### config.mk
export PLATFORM = sky130hd
export DESIGN_NAME = mem_port_arbiter
export DESIGN_NICKNAME = d
export VERILOG_FILES = /design/src/rtl/mem_port_arbiter.sv
export SDC_FILE = /design/constraint.sdc
export NUM_CORES = 1
export LEC_CHECK = 0
export BUFFER_PORTS_ARGS = -buffer_cell sky130_fd_sc_hd__buf_2
export CAP_MARGIN = 30
export CORE_MARGIN = 8
export CORE_UTILIZATION = 44
export CTS_BUF_LIST = sky130_fd_sc_hd__clkbuf_4 sky130_fd_sc_hd__clkbuf_8
export CTS_CLUSTER_SIZE = 24
export DETAILED_ROUTE_END_ITERATION = 7
export GPL_ROUTABILITY_DRIVEN = 0
export PLACE_DENSITY = 0.79
export SYNTH_ARGS = -nofsm -noshare
export SYNTH_HDL_FRONTEND = slang
export SYNTH_SLANG_ARGS = --single-unit
### constraint.sdc
create_clock -name clk -period 2.6 [get_ports clk]
set_input_delay 0.52 -clock clk [delete_from_list [all_inputs] [get_ports clk]]
set_output_delay 0.52 -clock clk [all_outputs]
set_load 0.02 [all_outputs]
### src/rtl/mem_port_arbiter.sv
// Two-port (core, debug/loader) arbiter in front of a single-port memory with fixed access latency.
// Round-robin by default; define ARB_FIXED_PRIO_EN to give the debug port absolute priority.
module mem_port_arbiter #(
  parameter int unsigned ADDR_W      = 16,
  parameter int unsigned DATA_W      = 16,
  parameter int unsigned WAIT_CYCLES = 1
) (
  input  logic              clk,
  input  logic              reset,

  input  logic              core_req,
  input  logic              core_we,
  input  logic [ADDR_W-1:0] core_addr,
  input  logic [DATA_W-1:0] core_wdata,
  output logic              core_ack,
  output logic [DATA_W-1:0] core_rdata,
  output logic              core_stall,

  input  logic              dbg_req,
  input  logic              dbg_we,
  input  logic [ADDR_W-1:0] dbg_addr,
  input  logic [DATA_W-1:0] dbg_wdata,
  output logic              dbg_ack,
  output logic [DATA_W-1:0] dbg_rdata,

  output logic              mem_en,
  output logic              mem_we,
  output logic [ADDR_W-1:0] mem_addr,
  output logic [DATA_W-1:0] mem_wdata,
  input  logic [DATA_W-1:0] mem_rdata
);

  typedef enum logic [1:0] {StIdle, StAccess, StDone} state_e;

  localparam logic [3:0] CntLoad = 4'(WAIT_CYCLES - 1);

  state_e     state_q;
  logic [3:0] cnt_q;
  logic       grant_dbg_q;
  logic       any_req;
  logic       pick_dbg;

  assign any_req = core_req | dbg_req;

`ifdef ARB_FIXED_PRIO_EN
  assign pick_dbg = dbg_req;
`else
  // Set when the debug port won the most recent grant; the other port wins the next tie.
  logic last_grant_dbg_q;
  assign pick_dbg = dbg_req & (~core_req | ~last_grant_dbg_q);
`endif

  assign core_stall = core_req & ~core_ack;

  always_ff @(posedge clk or posedge reset) begin
    if (reset) begin
      state_q     <= StIdle;
      cnt_q       <= '0;
      grant_dbg_q <= 1'b0;
`ifndef ARB_FIXED_PRIO_EN
      last_grant_dbg_q <= 1'b1;
`endif
      core_ack    <= 1'b0;
      dbg_ack     <= 1'b0;
      core_rdata  <= '0;
      dbg_rdata   <= '0;
      mem_en      <= 1'b0;
      mem_we      <= 1'b0;
      mem_addr    <= '0;
      mem_wdata   <= '0;
    end else begin
      unique case (state_q)
        StIdle: begin
          core_ack <= 1'b0;
          dbg_ack  <= 1'b0;
          if (any_req) begin
            // mem_* registers double as the latched operands of the granted port.
            grant_dbg_q <= pick_dbg;
`ifndef ARB_FIXED_PRIO_EN
            last_grant_dbg_q <= pick_dbg;
`endif
            mem_en    <= 1'b1;
            mem_we    <= pick_dbg ? dbg_we    : core_we;
            mem_addr  <= pick_dbg ? dbg_addr  : core_addr;
            mem_wdata <= pick_dbg ? dbg_wdata : core_wdata;
            cnt_q     <= CntLoad;
            state_q   <= StAccess;
          end
        end
        StAccess: begin
          if (cnt_q == 4'd0) begin
            mem_en <= 1'b0;
            mem_we <= 1'b0;
            if (!mem_we) begin
              if (grant_dbg_q) dbg_rdata  <= mem_rdata;
              else             core_rdata <= mem_rdata;
            end
            if (grant_dbg_q) dbg_ack  <= 1'b1;
            else             core_ack <= 1'b1;
            state_q <= StDone;
          end else begin
            cnt_q <= cnt_q - 4'd1;
          end
        end
        StDone: begin
          core_ack <= 1'b0;
          dbg_ack  <= 1'b0;
          state_q  <= StIdle;
        end
        default: state_q <= StIdle;
      endcase
    end
  end

endmodule

==> results.txt, run 1 <==
----------------------------------------------------
[STA]
  Hold slack final ... between 0.2 and 0.25 ns
  Max-slew headroom at the worst pin ... a little under three quarters
  Top achievable clock speed ... roughly 440 MHz
  Setup TNS Final ... 0 ns
  Max-slew violations ... 0
  Fin. Hold Viols ... 0
  Setup repair after global routing missed its margin ... false
  Final setup violation count ... 0
  Pin slew with the least headroom to its limit ... 0.433 ns
  Final critical-path share of the clock period ... 86.7%
  Clock Skew ... around 0.0097 ns
  Post-route minimum period ... 2.25 ns

[Worst setup path]
  Required time at the endpoint of the critical path ... around 2.8 ns
  Arrival @ worst endpoint ... around 2.5 ns
  Worst R2R Start ... cnt_q[0]
  Worst setup EP type ... flop
  Reg2Reg Setup Slack ... 0.35 ns
  Critical path launch point type ... flop
  Worst R2R Path Depth ... 5
  Critical Setup Path Class ... flop to flop
  CP Max Fanout ... 16
  Worst r2r dst ... core_rdata[1]
  First element of the critical path ... cnt_q[0]
  Critical path capture point ... core_rdata[1]

[Floorplan]
  Initial Util ... between 40% and 50%
  DIE AREA ... roughly 0.011 sq mm
  Number of top-level pins ... about 160
  Die height ... 104 um
  Die extent in x ... 104 um
  Standard-cell rows ... 32
  Floorplan core area ... roughly 0.0076 sq mm

[Logic synthesis]
  Top cell type by total area after synthesis ... sky130_fd_sc_hd__dfrtp_1
  Yosys top cell area share ... 55.5%
  Post-synthesis register bit count ... 76
  Number of distinct library cell variants in the gate-level netlist after synthesis ... 31
  Per-instance average area after synthesis ... 15.1 sq um
  Synth Warn # ... 0
  Synth area leaders ... sky130_fd_sc_hd__dfrtp_1 (56%), sky130_fd_sc_hd__mux2_2 (29%), sky130_fd_sc_hd__mux2_4 (4.4%), sky130_fd_sc_hd__clkbuf_1 (0.89%), sky130_fd_sc_hd__dfstp_2 (0.78%)
  Net count after synthesis ... roughly 310
  Gate count of the mapped netlist ... roughly 220
  Sequential cell area fraction in the yosys report ... between 50% and 60%
  Combined area of all synthesized cells ... between 0.003 and 0.004 sq mm

[Global route]
  Antenna violations before repair ... 0
  Number of global-route vias before repair ... about 2.7k
  GR Util All Layers ... between 10% and 20%
  Residual overflow from global routing ... 0
  Maximum number of pins on one net before global-route repair ... 77
  Global-route wire length before repair ... around 13000 um

[Power and ir drop]
  IR drop worst, VDD ... 0.679 mV
  Combinational group share of total power ... 45.5%
  Switching Fraction ... 37.5%
  Switching power ... 2.22 mW
  Cell-internal power ... around 3.7 mW
  Pwr/cell area ... between 1000 and 1500 mW/mm^2
  Relative contribution of sequential cells to total power ... 35.8%
  Clock network power share ... about a fifth
  Leakage power figure ... about 2.2 nW

[Finish]
  Most common cell after layout, fill and taps aside ... sky130_fd_sc_hd__buf_2
  Share of layout cells above drive strength 1 ... between 70% and 80%
  Ant diodes ... 0
  Final Net Count ... approximately 470
  Final Instance Count excl. Fillers ... approximately 500
  Layout overhead on the synthesized area ... 33.7%
  Commonest cells after routing, fill and taps aside ... sky130_fd_sc_hd__buf_2 (154), sky130_fd_sc_hd__mux2_2 (88), sky130_fd_sc_hd__dfrtp_1 (75)

[Routing]
  Number of optimization iterations in the first detailed-route pass ... 4
  Count of antenna-violating nets left after detailed routing ... 0
  Starting DRC count in detailed routing ... 64
  Number of remaining DRC errors ... 0
  Sum of routed wire length over all layers ... about 8000 um
  Via density ... 4.85
  Via count of the routed design ... ~2.4k
  Wirelength per Cell ... roughly 16 um

[Run status]
  Outcome ... finished clean

[Min path]
  Min-delay worst type ... input pin to asynchronous set/reset pin

[Clock network]
  Num Clock Sinks ... 76
  CTS tree ... yes
  Number of buffers added by the clock tree synthesis step ... 9
  Maximum number of buffers from clock root to sink ... 2
  Number of hold-repair buffers added at the cts stage ... 0
  Clock latency reported for the late side of the worst-skew pair ... around 0.33 ns
  Master cell of the clock root buffer ... sky130_fd_sc_hd__clkbuf_8
  Post-CTS clock slew at the launch and capture registers of the worst setup and hold paths ... roughly 0.08 ns
  Buffers inserted by post-CTS timing repair ... 0
  Resized cells post-CTS ... 0
  CTS H-tree lvls ... 3

[Placed design]
  PortBufs ... 154
  Total half-perimeter wirelength after legalization and detailed placement ... ~6300 um
  Instance count after placement with tap cells included ... about 470

[Run]
  Count of maximum capacitance violations ... 0

----------------------------------------------------
## power by group through the flow
stage	clock network, mW	logic (mW)	registers (mW)
global placement	0	2.66	2.11
floorplan	0	1.22	2.75
detailed placement	0	2.75	2.14
finish	1.10	2.69	2.12
CTS	1.14	2.74	2.12
global route	1.17	2.88	2.20
## state kept, by name, indices dropped and copies added (netlist names)
signal,flops
state_q,2
core_rdata,16
mem_we,1
mem_addr,16
mem_en,1
mem_wdata,16
cnt_q,4
dbg_rdata,16
dbg_ack,1
last_grant_dbg_q,1
grant_dbg_q,1
core_ack,1
## worst min path at each step
stage	startpoint	endpoint	slack (ns)	depth (start not counted)
2_1_floorplan	cnt_q[2]	cnt_q[2]	0.49	1
3_3_place_gp	dbg_ack	dbg_ack	0.48	1
3_5_place_dp	dbg_ack	dbg_ack	0.48	1
4_1_cts	reset	dbg_rdata[12]	0.27	3
5_1_grt	reset	dbg_rdata[2]	0.29	3
6_report	reset	dbg_rdata[0]	0.23	3
## final cells by class
type | instances | area, sq um
multi-input cells | 133 | 1410
flip-flops and latches | 76 | 1900
inverters | 3 | 11.3
well taps | 102 | 128
repair buffers | 158 | 813
clock inverters | 5 | 108
fillers | 645 | 3050
clock buffers | 11 | 145
## synthesized netlist by cell type
master,instances
sky130_fd_sc_hd__mux2_2,88
sky130_fd_sc_hd__dfrtp_1,75
sky130_fd_sc_hd__mux2_4,10
sky130_fd_sc_hd__clkbuf_1,8
sky130_fd_sc_hd__o21ai_0,4
sky130_fd_sc_hd__inv_1,3
sky130_fd_sc_hd__nor2b_1,3
sky130_fd_sc_hd__buf_2,2
sky130_fd_sc_hd__ha_1,2
sky130_fd_sc_hd__mux2i_1,2
sky130_fd_sc_hd__nand2b_1,2
sky130_fd_sc_hd__nand3_1,2
sky130_fd_sc_hd__nor2_1,2
sky130_fd_sc_hd__nor3_1,2
sky130_fd_sc_hd__nor3b_1,2
sky130_fd_sc_hd__o21a_1,2
sky130_fd_sc_hd__a211o_1,1
sky130_fd_sc_hd__a211oi_1,1
sky130_fd_sc_hd__a21boi_1,1
sky130_fd_sc_hd__a21o_1,1
sky130_fd_sc_hd__buf_12,1
sky130_fd_sc_hd__buf_6,1
sky130_fd_sc_hd__dfstp_2,1
sky130_fd_sc_hd__nand4b_1,1
sky130_fd_sc_hd__nor3_2,1
sky130_fd_sc_hd__nor4_1,1
sky130_fd_sc_hd__o31ai_1,1
sky130_fd_sc_hd__o32ai_1,1
sky130_fd_sc_hd__or3_1,1
sky130_fd_sc_hd__or3b_1,1
sky130_fd_sc_hd__or4_4,1
## logic make-up after synthesis
kind of cell / count (synthesis) / synth area share (%)
compound gates: 12 / 2.44
fa+ha+maj: 2 / 0.740
buf+inv: 15 / 2.44
flops: 76 / 56.3
mux: 100 / 34.4
simple gates: 19 / 3.70
## metal layers
| layer | global-route usage, % | share of wire [%] | wire length [um] |
|---|---|---|---|
| met5 | 0 | 0 | 0 |
| met4 | 6.82 | 1.8 | 142 |
| met3 | 4.65 | 6.5 | 523 |
| met2 | 26.8 | 54 | 4370 |
| met1 | 15.3 | 37 | 2980 |
## stage by stage
stage | utilization [%] | power (mW) | setup WS, ns | area [sq um]
global route | 59.7 | 6.26 | 0.242 | 4520
floorplan | - | 3.97 | 0.143 | 3380
detailed placement | 56.4 | 4.89 | 0.366 | 4270
global placement | 56.4 | 4.78 | 0.450 | 4270
CTS | 59.7 | 6.01 | 0.347 | 4520
finish | 59.7 | 5.91 | 0.347 | 4520
## worst max-delay path, stage by stage (launching register included)
cell and delay [ns]:
sky130_fd_sc_hd__dfrtp_1 0.38, sky130_fd_sc_hd__inv_1 0.11, sky130_fd_sc_hd__ha_1 0.19, sky130_fd_sc_hd__or3b_1 0.47, sky130_fd_sc_hd__or4_4 0.62, sky130_fd_sc_hd__mux2_4 0.35
Power figures use the tool's default switching activity.
==> run 2, diff against run 1 <==
--- a/config.mk
+++ b/config.mk
@@ -5,6 +5,7 @@
 export SDC_FILE = /design/constraint.sdc
 export NUM_CORES = 1
 export LEC_CHECK = 0
+export ABC_AREA = 1
 export BUFFER_PORTS_ARGS = -buffer_cell sky130_fd_sc_hd__buf_2
 export CAP_MARGIN = 30
 export CORE_MARGIN = 8
==> constraint.sdc (replaced) <==
create_clock -name clk -period 1.97 [get_ports clk]
set_input_delay 0.394 -clock clk [delete_from_list [all_inputs] [get_ports clk]]
set_output_delay 0.394 -clock clk [all_outputs]
set_load 0.02 [all_outputs]
==> results.txt, run 2 <==
----------------------------------------------------
[Floorplan]
  Die extent in x ... 103 um (was 104 um)
  Floorplan core area ... 0.00729 sq mm (was 0.00757 sq mm)
  DIE AREA ... 0.0106 sq mm (was 0.0107 sq mm)
  Initial Util ... 45.7% (was 44.7%)
  Number of top-level pins ... 155 (unchanged)
  Standard-cell rows ... 31 (was 32)
  Die height ... 103 um (was 104 um)

[Clock network]
  CTS H-tree lvls ... 3 (unchanged)
  Post-CTS clock slew at the launch and capture registers of the worst setup and hold paths ... 0.09 ns (was 0.08 ns)
  Clock latency reported for the late side of the worst-skew pair ... 0.34 ns (was 0.33 ns)
  Number of hold-repair buffers added at the cts stage ... 0 (unchanged)
  CTS tree ... yes (unchanged)
  Buffers inserted by post-CTS timing repair ... 0 (unchanged)
  Number of buffers added by the clock tree synthesis step ... 9 (unchanged)
  Master cell of the clock root buffer ... sky130_fd_sc_hd__clkbuf_8 (unchanged)
  Maximum number of buffers from clock root to sink ... 2 (unchanged)
  Resized cells post-CTS ... 0 (unchanged)
  Num Clock Sinks ... 76 (unchanged)

[Logic synthesis]
  Post-synthesis simple-gate area fraction ... 16.7% (was 3.70%)
  Post-synth top cells ... sky130_fd_sc_hd__nand2_1 (81), sky130_fd_sc_hd__dfrtp_1 (75), sky130_fd_sc_hd__o21ai_0 (48), sky130_fd_sc_hd__nor2_1 (45), sky130_fd_sc_hd__o21ai_1 (35) (was sky130_fd_sc_hd__mux2_2 (88), sky130_fd_sc_hd__dfrtp_1 (75), sky130_fd_sc_hd__mux2_4 (10), sky130_fd_sc_hd__clkbuf_1 (8), sky130_fd_sc_hd__o21ai_0 (4))
  Most instantiated library cell after synthesis ... sky130_fd_sc_hd__nand2_1 (was sky130_fd_sc_hd__mux2_2)
  Net count after synthesis ... 456 (was 312)
  XOR/XNOR Fraction of Synth Area ... 0.263% (was 0%)
  Largest family of logic cells by synthesized area ... compound AO/OA/AOI/OAI gates (was multiplexers)
  Gate count of the mapped netlist ... 368 (was 224)
  Number of distinct library cell variants in the gate-level netlist after synthesis ... 21 (was 31)
  Post-synthesis register bit count ... 76 (unchanged)
  Compound-cell area share of the yosys netlist ... 17.8% (was 2.44%)
  Count of flip-flops with a built-in enable after synthesis ... 0 (unchanged)
  Top FF cell, synth ... sky130_fd_sc_hd__dfrtp_1 (unchanged)
  Yosys top cell area share ... 56.3% (was 55.5%)
  Synth Warn # ... 0 (unchanged)
  Synth area leaders ... sky130_fd_sc_hd__dfrtp_1 (56%), sky130_fd_sc_hd__nand2_1 (9.1%), sky130_fd_sc_hd__o21ai_0 (7.2%), sky130_fd_sc_hd__o21ai_1 (5.3%), sky130_fd_sc_hd__nor2_1 (5.1%) (was sky130_fd_sc_hd__dfrtp_1 (56%), sky130_fd_sc_hd__mux2_2 (29%), sky130_fd_sc_hd__mux2_4 (4.4%), sky130_fd_sc_hd__clkbuf_1 (0.89%), sky130_fd_sc_hd__dfstp_2 (0.78%))
  Share of cell area taken by muxes after synthesis ... 0% (was 34.4%)
  Sequential cell area fraction in the yosys report ... 57.1% (was 56.3%)
  Combined area of all synthesized cells ... 0.00334 sq mm (was 0.00338 sq mm)
  Post-synthesis async set-or-reset flop share ... 100% (unchanged)
  Per-instance average area after synthesis ... 9.06 sq um (was 15.1 sq um)
  Adder-cell share of the synthesized area ... 0.750% (was 0.740%)
  Top cell type by total area after synthesis ... sky130_fd_sc_hd__dfrtp_1 (unchanged)

[Worst setup path]
  Critical path launch point type ... flop (unchanged)
  Critical Setup Path Class ... flop to flop (unchanged)
  CP max stage cell ... sky130_fd_sc_hd__dfrtp_1 (was sky130_fd_sc_hd__or4_4)
  Maximum single-stage delay on the critical path ... 0.41 ns (was 0.62 ns)
  Arrival @ worst endpoint ... 2.08 ns (was 2.47 ns)
  CP Max Fanout ... 31 (was 16)
  Cells along the critical path ... inv_1, ha_1, nand2_1, nor2_4, nand2_2, buf_4, o21ai_2 (was inv_1, ha_1, or3b_1, or4_4, mux2_4)
  Worst setup EP type ... flop (unchanged)
  WP buf/inv ... 2 (was 1)
  Required time at the endpoint of the critical path ... 2.24 ns (was 2.82 ns)
  Kind of cell adding the most delay to the critical path ... simple AND/OR/NAND/NOR gates (unchanged)

[STA]
  Max-slew violations ... 0 (unchanged)
  Setup TNS Final ... 0 ns (unchanged)
  Setup repair after global routing missed its margin ... false (unchanged)
  Final critical-path share of the clock period ... 92.2% (was 86.7%)
  Pin slew with the least headroom to its limit ... 0.597 ns (was 0.433 ns)
  Final setup violation count ... 0 (unchanged)
  Max-slew headroom at the worst pin ... 60.1% (was 71.1%)
  Post-route minimum period ... 1.82 ns (was 2.25 ns)
  Top achievable clock speed ... 550 MHz (was 444 MHz)
  Fin. Hold Viols ... 0 (unchanged)
  Post-layout worst setup margin ... 0.153 ns (was 0.347 ns)
  Clock Skew ... 0.0116 ns (was 0.00973 ns)

[Global route]
  Number of global-route vias before repair ... 3088 (was 2655)
  Global-route wire length before repair ... 14100 um (was 13100 um)
  Maximum number of pins on one net before global-route repair ... 37 (was 77)
  Residual overflow from global routing ... 0 (unchanged)
  GR Util All Layers ... 16.8% (was 14.8%)
  Antenna violations before repair ... 0 (unchanged)

[Placed design]
  Total half-perimeter wirelength after legalization and detailed placement ... 6880 um (was 6290 um)
  Instance count after placement with tap cells included ... 612 (was 472)
  PortBufs ... 154 (unchanged)
  Total cell area at the placement stage ... 0.00417 sq mm (was 0.00427 sq mm)
  Place WS ... 0.167 ns (was 0.366 ns)

[Run]
  Count of maximum capacitance violations ... 0 (unchanged)

[Finish]
  Most common cell after layout, fill and taps aside ... sky130_fd_sc_hd__buf_2 (unchanged)
  Layout overhead on the synthesized area ... 31.2% (was 33.7%)
  Final-layout fill cell count ... 685 (was 645)
  Ant diodes ... 0 (unchanged)
  Reg area ... 0.00190 sq mm (unchanged)
  Share of layout cells above drive strength 1 ... 39.3% (was 71.8%)
  Final Net Count ... 612 (was 469)
  Final Instance Count excl. Fillers ... 628 (was 488)
  Multi-input combinational cell area ... 0.00118 sq mm (was 0.00141 sq mm)
  Commonest cells after routing, fill and taps aside ... sky130_fd_sc_hd__buf_2 (154), sky130_fd_sc_hd__nand2_1 (81), sky130_fd_sc_hd__dfrtp_1 (75) (was sky130_fd_sc_hd__buf_2 (154), sky130_fd_sc_hd__mux2_2 (88), sky130_fd_sc_hd__dfrtp_1 (75))
  Design Area, Final ... 0.00438 sq mm (was 0.00452 sq mm)

[Power and ir drop]
  Pwr/cell area ... 1730 mW/mm^2 (was 1310 mW/mm^2)
  Cell-internal power ... 4.15 mW (was 3.70 mW)
  Combinational group share of total power ... 47.1% (was 45.5%)
  Switching power ... 3.40 mW (was 2.22 mW)
  Relative contribution of sequential cells to total power ... 36.8% (was 35.8%)
  IR drop worst, VDD ... 0.912 mV (was 0.679 mV)
  Clock network power share ... 16.1% (was 18.6%)
  Leakage power figure ... 2.33 nW (was 2.21 nW)
  Switching Fraction ... 45.1% (was 37.5%)

[Routing]
  Number of optimization iterations in the first detailed-route pass ... 4 (unchanged)
  Wirelength per Cell ... 14.1 um (was 16.4 um)
  Sum of routed wire length over all layers ... 8870 um (was 8020 um)
  Count of antenna-violating nets left after detailed routing ... 0 (unchanged)
  Via density ... 4.79 (was 4.85)
  Starting DRC count in detailed routing ... 89 (was 64)
  Via count of the routed design ... 3008 (was 2367)
  Number of remaining DRC errors ... 0 (unchanged)

[Min path]
  Min-delay worst type ... input pin to asynchronous set/reset pin (unchanged)

[Run status]
  Outcome ... finished clean (unchanged)

----------------------------------------------------
## run 2: layer usage
metal  GRT usage [%]  vias up  part of all wire, %
li1                -     1498                    -
met1            21.5     1372                   44
met2            26.2      128                   45
met3            5.40       10                  9.9
met4            5.90        0                  1.1
met5               0        -                    0
## run 2: worst paths after layout
path                             startpoint               end  slack [ns]  cells after the start
max                                cnt_q[0]     dbg_rdata[11]        0.15                      7
min                                   reset     mem_wdata[14]        0.06                      2
max reg2reg                        cnt_q[0]     dbg_rdata[11]        0.15                      7
min reg2reg                last_grant_dbg_q  last_grant_dbg_q        0.47                      2
max in group asynchronous             reset  last_grant_dbg_q        1.33                      3
min in group clk               mem_rdata[3]      dbg_rdata[3]        0.30                      3
## run 2: layout make-up
cell class,count,share of cell area [%]
clock buffers,9,2.83
clock inverters,7,1.89
inverters,28,2.49
multi-input cells,246,27.0
flip-flops and latches,76,43.5
well taps,99,2.83
repair buffers,163,19.4
## run 2: per-stage QoR
step | total power, mW | hold WS (ns) | util (%)
4_1_cts | 7.65 | 0.0616 | 60.0
3_5_place_dp | 6.41 | 0.430 | 57.2
5_1_grt | 8.12 | 0.0803 | 60.0
2_1_floorplan | 5.19 | 0.443 | -
3_3_place_gp | 6.29 | 0.429 | 57.2
6_report | 7.55 | 0.0607 | 60.0
## run 2: power groups by stage
stage                     logic, mW  registers (mW)  clock network, mW
final                          3.55            2.78               1.22
after global routing           3.93            2.88               1.31
after CTS                      3.62            2.78               1.25
after detailed placement       3.63            2.79                  0
after global placement         3.51            2.78                  0
after floorplan                1.56            3.63                  0
## run 2: kinds of logic (layout without fill, tap and decap cells)
| family | after synthesis | after routing |
|---|---|---|
| AND/OR/NAND/NOR | 138 | 138 |
| buffers and inverters | 46 | 207 |
| adder cells (fa/ha/maj) | 2 | 2 |
| flip-flops | 76 | 76 |
| XOR/XNOR | 1 | 1 |
| AO/OA/AOI/OAI | 105 | 105 |
